[src/rtl/router_pkg.sv]
// Shared types and helpers for the 1xN router packet-control FSM.
package router_pkg;

  typedef enum logic [3:0] {
    ST_DECODE_ADDRESS     = 4'd0,
    ST_LOAD_FIRST_DATA    = 4'd1,
    ST_LOAD_DATA          = 4'd2,
    ST_LOAD_PARITY        = 4'd3,
    ST_CHECK_PARITY_ERROR = 4'd4,
    ST_FIFO_FULL_STATE    = 4'd5,
    ST_LOAD_AFTER_FULL    = 4'd6,
    ST_WAIT_TILL_EMPTY    = 4'd7,
    ST_DROP_PACKET        = 4'd8
  } state_e;

  // Timeout counter width; a disabled timeout still needs one bit to exist.
  function automatic int unsigned cnt_width(input int unsigned timeout);
    return (timeout == 0) ? 1 : 32'($clog2(timeout + 1));
  endfunction

endpackage

[src/rtl/router_wait_timer.sv]
// Saturating cycle counter for the wait-for-empty state; flags the last allowed cycle.
module router_wait_timer
  import router_pkg::*;
#(
  parameter int unsigned WAIT_TIMEOUT = 64
) (
  input  logic clk,
  input  logic resetn,
  input  logic clear,
  input  logic enable,
  output logic expired
);

  localparam int unsigned CNT_W = cnt_width(WAIT_TIMEOUT);
  localparam logic [CNT_W-1:0] CNT_MAX  = CNT_W'(WAIT_TIMEOUT);
  localparam logic [CNT_W-1:0] CNT_LAST = CNT_W'(WAIT_TIMEOUT - 1);
  localparam logic TMO_EN = (WAIT_TIMEOUT != 0);

  logic [CNT_W-1:0] cnt;
  logic [CNT_W-1:0] cnt_inc;

  assign cnt_inc = cnt + CNT_W'(1);

  // expired is registered so it is high exactly while cnt == WAIT_TIMEOUT-1
  always_ff @(posedge clk) begin
    if (!resetn) begin
      cnt     <= '0;
      expired <= 1'b0;
    end else if (clear) begin
      cnt     <= '0;
      expired <= TMO_EN && (CNT_LAST == '0);
    end else if (enable && (cnt != CNT_MAX)) begin
      cnt     <= cnt_inc;
      expired <= TMO_EN && (cnt_inc == CNT_LAST);
    end
  end

endmodule

[src/rtl/router_fsm_n.sv]
// Packet-control FSM for the 1xN router: header decode, load sequencing, full stalls,
// invalid-address drop and wait-for-empty timeout.
module router_fsm_n
  import router_pkg::*;
#(
  parameter int unsigned NUM_CH       = 3,
  parameter int unsigned ADDR_W       = 2,
  parameter int unsigned WAIT_TIMEOUT = 64
) (
  input  logic              clk,
  input  logic              resetn,
  input  logic              pkt_vld,
  input  logic [ADDR_W-1:0] data_in,
  input  logic [NUM_CH-1:0] fifo_empty,
  input  logic [NUM_CH-1:0] soft_reset,
  input  logic              fifo_full,
  input  logic              low_pkt_vld,
  input  logic              parity_done,
  output logic [ADDR_W-1:0] addr_q,
  output logic              detect_add,
  output logic              lfd_state,
  output logic              ld_state,
  output logic              laf_state,
  output logic              full_state,
  output logic              rst_int_reg,
  output logic              write_enb_reg,
  output logic              busy,
  output logic              drop_state,
  output logic              timeout_pulse
);

  localparam int unsigned NUM_ADDR = 1 << ADDR_W;

  state_e state, state_nxt;
  logic [NUM_ADDR-1:0] empty_ext, soft_ext;
  logic addr_invalid, tmr_clear, tmr_enable, tmr_expired;
  logic detect_nxt, lfd_nxt, ld_nxt, laf_nxt, full_nxt, rst_int_nxt;
  logic wen_nxt, busy_nxt, drop_nxt, pulse_nxt;

  // Zero-extend so addresses beyond NUM_CH index a harmless 0 bit.
  assign empty_ext    = NUM_ADDR'(fifo_empty);
  assign soft_ext     = NUM_ADDR'(soft_reset);
  assign addr_invalid = (32'(data_in) >= NUM_CH);
  assign tmr_enable   = (state == ST_WAIT_TILL_EMPTY);
  assign tmr_clear    = (state != ST_WAIT_TILL_EMPTY) && (state_nxt == ST_WAIT_TILL_EMPTY);

  router_wait_timer #(.WAIT_TIMEOUT(WAIT_TIMEOUT)) u_wait_timer (
    .clk     (clk),
    .resetn  (resetn),
    .clear   (tmr_clear),
    .enable  (tmr_enable),
    .expired (tmr_expired)
  );

  // State, latched address and Moore outputs registered from the next state.
  always_ff @(posedge clk) begin
    if (!resetn) begin
      state         <= ST_DECODE_ADDRESS;
      addr_q        <= '0;
      detect_add    <= 1'b1;
      lfd_state     <= 1'b0;
      ld_state      <= 1'b0;
      laf_state     <= 1'b0;
      full_state    <= 1'b0;
      rst_int_reg   <= 1'b0;
      write_enb_reg <= 1'b0;
      busy          <= 1'b0;
      drop_state    <= 1'b0;
      timeout_pulse <= 1'b0;
    end else begin
      state         <= state_nxt;
      if ((state == ST_DECODE_ADDRESS) && pkt_vld) addr_q <= data_in;
      detect_add    <= detect_nxt;
      lfd_state     <= lfd_nxt;
      ld_state      <= ld_nxt;
      laf_state     <= laf_nxt;
      full_state    <= full_nxt;
      rst_int_reg   <= rst_int_nxt;
      write_enb_reg <= wen_nxt;
      busy          <= busy_nxt;
      drop_state    <= drop_nxt;
      timeout_pulse <= pulse_nxt;
    end
  end

  always_comb begin
    state_nxt = state;
    if ((state != ST_DECODE_ADDRESS) && soft_ext[addr_q]) begin
      state_nxt = ST_DECODE_ADDRESS;
    end else begin
      case (state)
        ST_DECODE_ADDRESS: begin
          if (pkt_vld) begin
            if (addr_invalid)            state_nxt = ST_DROP_PACKET;
            else if (empty_ext[data_in]) state_nxt = ST_LOAD_FIRST_DATA;
            else                         state_nxt = ST_WAIT_TILL_EMPTY;
          end
        end
        ST_LOAD_FIRST_DATA: state_nxt = ST_LOAD_DATA;
        ST_WAIT_TILL_EMPTY: begin
          if (empty_ext[addr_q]) state_nxt = ST_LOAD_FIRST_DATA;
          else if (tmr_expired)  state_nxt = ST_DROP_PACKET;
        end
        ST_LOAD_DATA: begin
          if (fifo_full)     state_nxt = ST_FIFO_FULL_STATE;
          else if (!pkt_vld) state_nxt = ST_LOAD_PARITY;
        end
        ST_LOAD_PARITY: state_nxt = ST_CHECK_PARITY_ERROR;
        ST_CHECK_PARITY_ERROR:
          state_nxt = fifo_full ? ST_FIFO_FULL_STATE : ST_DECODE_ADDRESS;
        ST_FIFO_FULL_STATE: begin
          if (!fifo_full) state_nxt = ST_LOAD_AFTER_FULL;
        end
        ST_LOAD_AFTER_FULL: begin
          if (parity_done)      state_nxt = ST_DECODE_ADDRESS;
          else if (low_pkt_vld) state_nxt = ST_LOAD_PARITY;
          else                  state_nxt = ST_LOAD_DATA;
        end
        ST_DROP_PACKET: begin
          if (!pkt_vld) state_nxt = ST_DECODE_ADDRESS;
        end
        default: state_nxt = ST_DECODE_ADDRESS;
      endcase
    end

    pulse_nxt   = (state == ST_WAIT_TILL_EMPTY) && (state_nxt == ST_DROP_PACKET);
    detect_nxt  = (state_nxt == ST_DECODE_ADDRESS);
    lfd_nxt     = (state_nxt == ST_LOAD_FIRST_DATA);
    ld_nxt      = (state_nxt == ST_LOAD_DATA);
    laf_nxt     = (state_nxt == ST_LOAD_AFTER_FULL);
    full_nxt    = (state_nxt == ST_FIFO_FULL_STATE);
    rst_int_nxt = (state_nxt == ST_CHECK_PARITY_ERROR);
    drop_nxt    = (state_nxt == ST_DROP_PACKET);
    wen_nxt     = ld_nxt || laf_nxt || (state_nxt == ST_LOAD_PARITY);
    busy_nxt    = !(detect_nxt || ld_nxt || drop_nxt);
  end

endmodule

[config.mk]
export PLATFORM = sky130hd
export DESIGN_NAME = router_fsm_n
export DESIGN_NICKNAME = d
export VERILOG_FILES = /design/src/rtl/router_pkg.sv /design/src/rtl/router_wait_timer.sv /design/src/rtl/router_fsm_n.sv
export SDC_FILE = /design/constraint.sdc
export NUM_CORES = 1
export LEC_CHECK = 0
export ABC_AREA = 1
export CORE_MARGIN = 1
export CORE_UTILIZATION = 61
export DETAILED_ROUTE_END_ITERATION = 12
export DONT_BUFFER_PORTS = 1
export GPL_ROUTABILITY_DRIVEN = 1
export PLACE_DENSITY = 0.8
export SYNTH_ARGS = -nofsm -noshare
export SYNTH_HDL_FRONTEND = slang
export SYNTH_HIERARCHICAL = 1
export SYNTH_SLANG_ARGS = --single-unit
export TNS_END_PERCENT = 5
[constraint.sdc]
create_clock -name clk -period 1.6 [get_ports clk]
set_input_delay 0.08 -clock clk [delete_from_list [all_inputs] [get_ports clk]]
set_output_delay 0.08 -clock clk [all_outputs]
set_load 0.05 [all_outputs]
==> impl_metrics.py <==
metrics = {
    "final_layout": {
        "reg_top3": "u_wait_timer/cnt x7, state x4, addr_q x2",
        "final-seq-area_um2": 485,
        "final_design_instance_area_without_fill_um2": 1460,
        "final_util": 0.737,
        "multiInputGateArea_um2": 719,
        "fill_cells": 173,
        "largest_register_ff_count": 7,
        "flow.area_growth_from_synthesis_pct": 12.5,
        "fin_nets": 220,
        "top_register": "u_wait_timer/cnt",
        "antenna-diode-count": 0,
        "share_of_final_layout_standard_cells_stronger_than_drive_strength_1": 0.163,
    },
    "cts": {
        "clk-insertion-delay-late_ns": 0.33,
        "path_clk_slew_ns": 0.14,
        "clock_sink_count": 24,
        "cts_tree": "built",
        "post-cts-setup-buffers": 0,
        "cts-root-buf": "sky130_fd_sc_hd__clkbuf_4",
        "clock_tree.buffer_depth": 2,
        "cts.htree.levels": 1,
        "numCtsBuffers": 3,
    },
    "pwr": {
        "clkPwrFrac": 0.170,
        "leakagePower_nw": 0.660,
        "sequentialPowerShare": 0.433,
        "sw_frac_of_total": 0.492,
        "max-vdd-ir-drop_mv": 1.20,
        "power.density_nw_per_um2": 1770,
        "total_switching_power_mw": 1.27,
        "pwr-share-comb": 0.396,
        "power_report.internal_total_mw": 1.31,
    },
    "min_path": {
        "hold_class": "input port to flip-flop",
    },
    "detailed_routing": {
        "route.final.wire_length_um": 2920,
        "post_route_drc": 0,
        "vias_per_cell": 5.60,
        "detail_route.iter0.violations": 18,
        "antenna_left": 0,
        "dr_total_vias": 1282,
        "first_pass_drt_iterations": 4,
        "wire_per_inst_um": 12.7,
    },
    "place": {
        "gp_routability_congestion": 0.915,
        "dp.final_hpwl_um": 2130,
        "place.port_buffers": 0,
        "placedInstanceArea_um2": 1340,
    },
    "setup_path": {
        "critical-path-slowest-cell": "sky130_fd_sc_hd__dfxtp_2",
        "cpLargestDelayFamily": "simple AND/OR/NAND/NOR gates",
        "crit_arrival_ns": 1.75,
        "critPathBufInv": 1,
        "worstSetupEndpointType": "flip-flop",
        "worstPathCellList": "nand2_1 -> nor2_2 -> nand4_1 -> nand3_1 -> nand2_1 -> nand2_1 -> inv_1 -> nand2_1 -> nor2_1",
        "worst_path_largest_cell_delay_ns": 0.42,
        "required_time_of_the_worst_setup_path_ns": 1.82,
        "worstSetupPathType": "flip-flop to flip-flop",
        "crit_path_start_kind": "flip-flop",
        "worst_path_most_repeated_cell": "sky130_fd_sc_hd__nand2_1",
        "crit_fanout": 5,
    },
    "synthesis": {
        "ys.warnings.count": 6,
        "postSynthRegisterBits": 24,
        "synth_largest_type_area_fraction": 0.370,
        "postSynthCellCount": 193,
        "synthTopCellsByArea": "sky130_fd_sc_hd__dfxtp_1 37%, sky130_fd_sc_hd__nand2_1 11%, sky130_fd_sc_hd__inv_1 8.7%",
        "postSynthAreaPerCell_um2": 6.72,
        "yosysSeqAreaShare": 0.370,
        "synth_area_um2": 1300,
        "mappedNetlistNets": 210,
        "post_synthesis_cell_type_with_the_largest_combined_area": "sky130_fd_sc_hd__dfxtp_1",
        "yosys.cell_types.count": 22,
    },
    "timing": {
        "fin_worst_skew_ns": 0.00882,
        "tightest_slew_ns": 0.492,
        "rsz_0062_raised_after_global_routing": "true",
        "holdWs_ns": 0.0436,
        "final.min_clock_period_ns": 1.53,
        "report.final.slew_viol_count": 0,
        "finalSetupViolCount": 0,
        "finalHoldViolCount": 0,
        "timing.slew.headroom": 0.671,
        "period_share": 0.956,
        "clock.fmax_mhz": 653,
    },
    "global_routing": {
        "total_routing_resource_utilization_after_global_routing": 0.280,
        "grt_pass1_vias": 1120,
        "grt_antenna_before_repair": 0,
        "global_route_overflow": 0,
        "grt_start_max_net_pins": 15,
        "wire_length_of_the_first_global_routing_pass_um": 4440,
    },
    "floorplan": {
        "num_io_pins": 26,
        "die_w_um": 48.1,
        "die_area_um2": 2320,
        "die_height_um": 48.1,
        "floorplan.initialDensity": 0.655,
        "floorplan.core_area_um2": 1980,
        "fp-row-count": 16,
    },
    "status": {
        "run_status": "complete, no violations",
    },
    "job": {
        "cap_violations": 0,
    },
}
-- Yosys cell counts --
cell                       number
sky130_fd_sc_hd__a211oi_1       1
sky130_fd_sc_hd__a211oi_2       1
sky130_fd_sc_hd__a21oi_1       11
sky130_fd_sc_hd__a21oi_2        1
sky130_fd_sc_hd__and2_1         2
sky130_fd_sc_hd__buf_6          1
sky130_fd_sc_hd__dfxtp_1       24
sky130_fd_sc_hd__ha_1           3
sky130_fd_sc_hd__inv_1         30
sky130_fd_sc_hd__inv_2          1
sky130_fd_sc_hd__nand2_1       39
sky130_fd_sc_hd__nand2_2        4
sky130_fd_sc_hd__nand3_1       20
sky130_fd_sc_hd__nand3_2        3
sky130_fd_sc_hd__nand4_1        5
sky130_fd_sc_hd__nor2_1        25
sky130_fd_sc_hd__nor2_2         4
sky130_fd_sc_hd__nor2_4         2
sky130_fd_sc_hd__nor3_1         3
sky130_fd_sc_hd__o21ai_0        8
sky130_fd_sc_hd__o21ai_1        4
sky130_fd_sc_hd__or2_2          1
-- routing by layer --
layer | up-vias | GRT usage | part of all wire
li1 | 637 | - | -
met1 | 599 | 0.310 | 0.42
met5 | - | 0 | 0
met4 | 0 | 0.156 | 0.020
met3 | 7 | 0.0741 | 0.039
met2 | 39 | 0.486 | 0.52
-- worst reg2reg max path: cells and delay by family, from the launching register on --
| family | cells | cell delay, ns |
|---|---|---|
| simple gates | 8 | 0.95 |
| flops | 1 | 0.42 |
| buf+inv | 1 | 0.06 |
-- area by class of cell --
type,count,share of cell area
well taps,27,0.0231
repair buffers,6,0.0360
inverters,31,0.0797
flip-flops and latches,24,0.332
clock inverters,1,0.0206
multi-input cells,137,0.493
clock buffers,3,0.0154
-- cells by family after synthesis --
| logic type | after synthesis | synth area share |
|---|---|---|
| compound gates | 26 | 0.111 |
| flops | 24 | 0.370 |
| buf+inv | 32 | 0.0984 |
| fa+ha+maj | 3 | 0.0289 |
| simple gates | 108 | 0.392 |
-- through the flow --
step	cells	setup WS, ns	power [mW]	setup TNS (ns)
4_1_cts	229	0.00813	2.50	0
5_1_grt	229	-0.0376	2.76	-0.0376
2_1_floorplan	193	0.000820	1.83	0
3_5_place_dp	222	0.0977	2.05	0
3_3_place_gp	222	0.137	2.01	0
6_report	229	0.0697	2.59	0
-- final timing paths --
kind                                          start                    to  slack [ns]  cells after the start
worst min register to register  u_wait_timer/cnt[6]   u_wait_timer/cnt[6]        0.53                      2
worst max-delay path                       state[0]              ld_state        0.07                      9
worst max register to register             state[0]              ld_state        0.07                      9
worst min-delay path                         resetn  u_wait_timer/expired        0.04                      4
-- layout by cell type, fill, tap and decap left out --
master / count
sky130_fd_sc_hd__nand3_2: 4
sky130_fd_sc_hd__nand2_4: 1
sky130_fd_sc_hd__nand2_1: 38
sky130_fd_sc_hd__nor3_1: 3
sky130_fd_sc_hd__a21oi_2: 1
sky130_fd_sc_hd__o21ai_1: 5
sky130_fd_sc_hd__inv_2: 1
sky130_fd_sc_hd__bufinv_16: 1
sky130_fd_sc_hd__o21ai_0: 7
sky130_fd_sc_hd__inv_1: 30
sky130_fd_sc_hd__nand3_1: 19
sky130_fd_sc_hd__a211oi_2: 1
sky130_fd_sc_hd__nor2_4: 4
sky130_fd_sc_hd__nor2_2: 5
sky130_fd_sc_hd__a21oi_1: 11
sky130_fd_sc_hd__nand4_1: 5
sky130_fd_sc_hd__ha_1: 3
sky130_fd_sc_hd__dlygate4sd3_1: 3
sky130_fd_sc_hd__and2_1: 2
sky130_fd_sc_hd__dfxtp_1: 20
sky130_fd_sc_hd__dfxtp_2: 4
sky130_fd_sc_hd__nand2_2: 4
sky130_fd_sc_hd__a211oi_1: 1
sky130_fd_sc_hd__nor2_1: 22
sky130_fd_sc_hd__buf_4: 3
sky130_fd_sc_hd__or2_2: 1
sky130_fd_sc_hd__clkbuf_4: 3
-- power groups by stage --
stage / combinational [mW] / sequential, mW / clock (mW)
2_1_floorplan: 0.676 / 1.16 / 0
3_5_place_dp: 0.938 / 1.12 / 0
5_1_grt: 1.16 / 1.14 / 0.465
3_3_place_gp: 0.900 / 1.11 / 0
4_1_cts: 0.951 / 1.10 / 0.444
6_report: 1.03 / 1.12 / 0.441
-- repair_timing --
action | 4_1_cts | 5_1_grt
endpoints found under the setup margin | 0 | 11
hold buffers | 3 | 0
endpoints found under the hold margin | 12 | 0
gates resized for setup | 0 | 13
No activity file was read; power rests on OpenSTA's default activity.
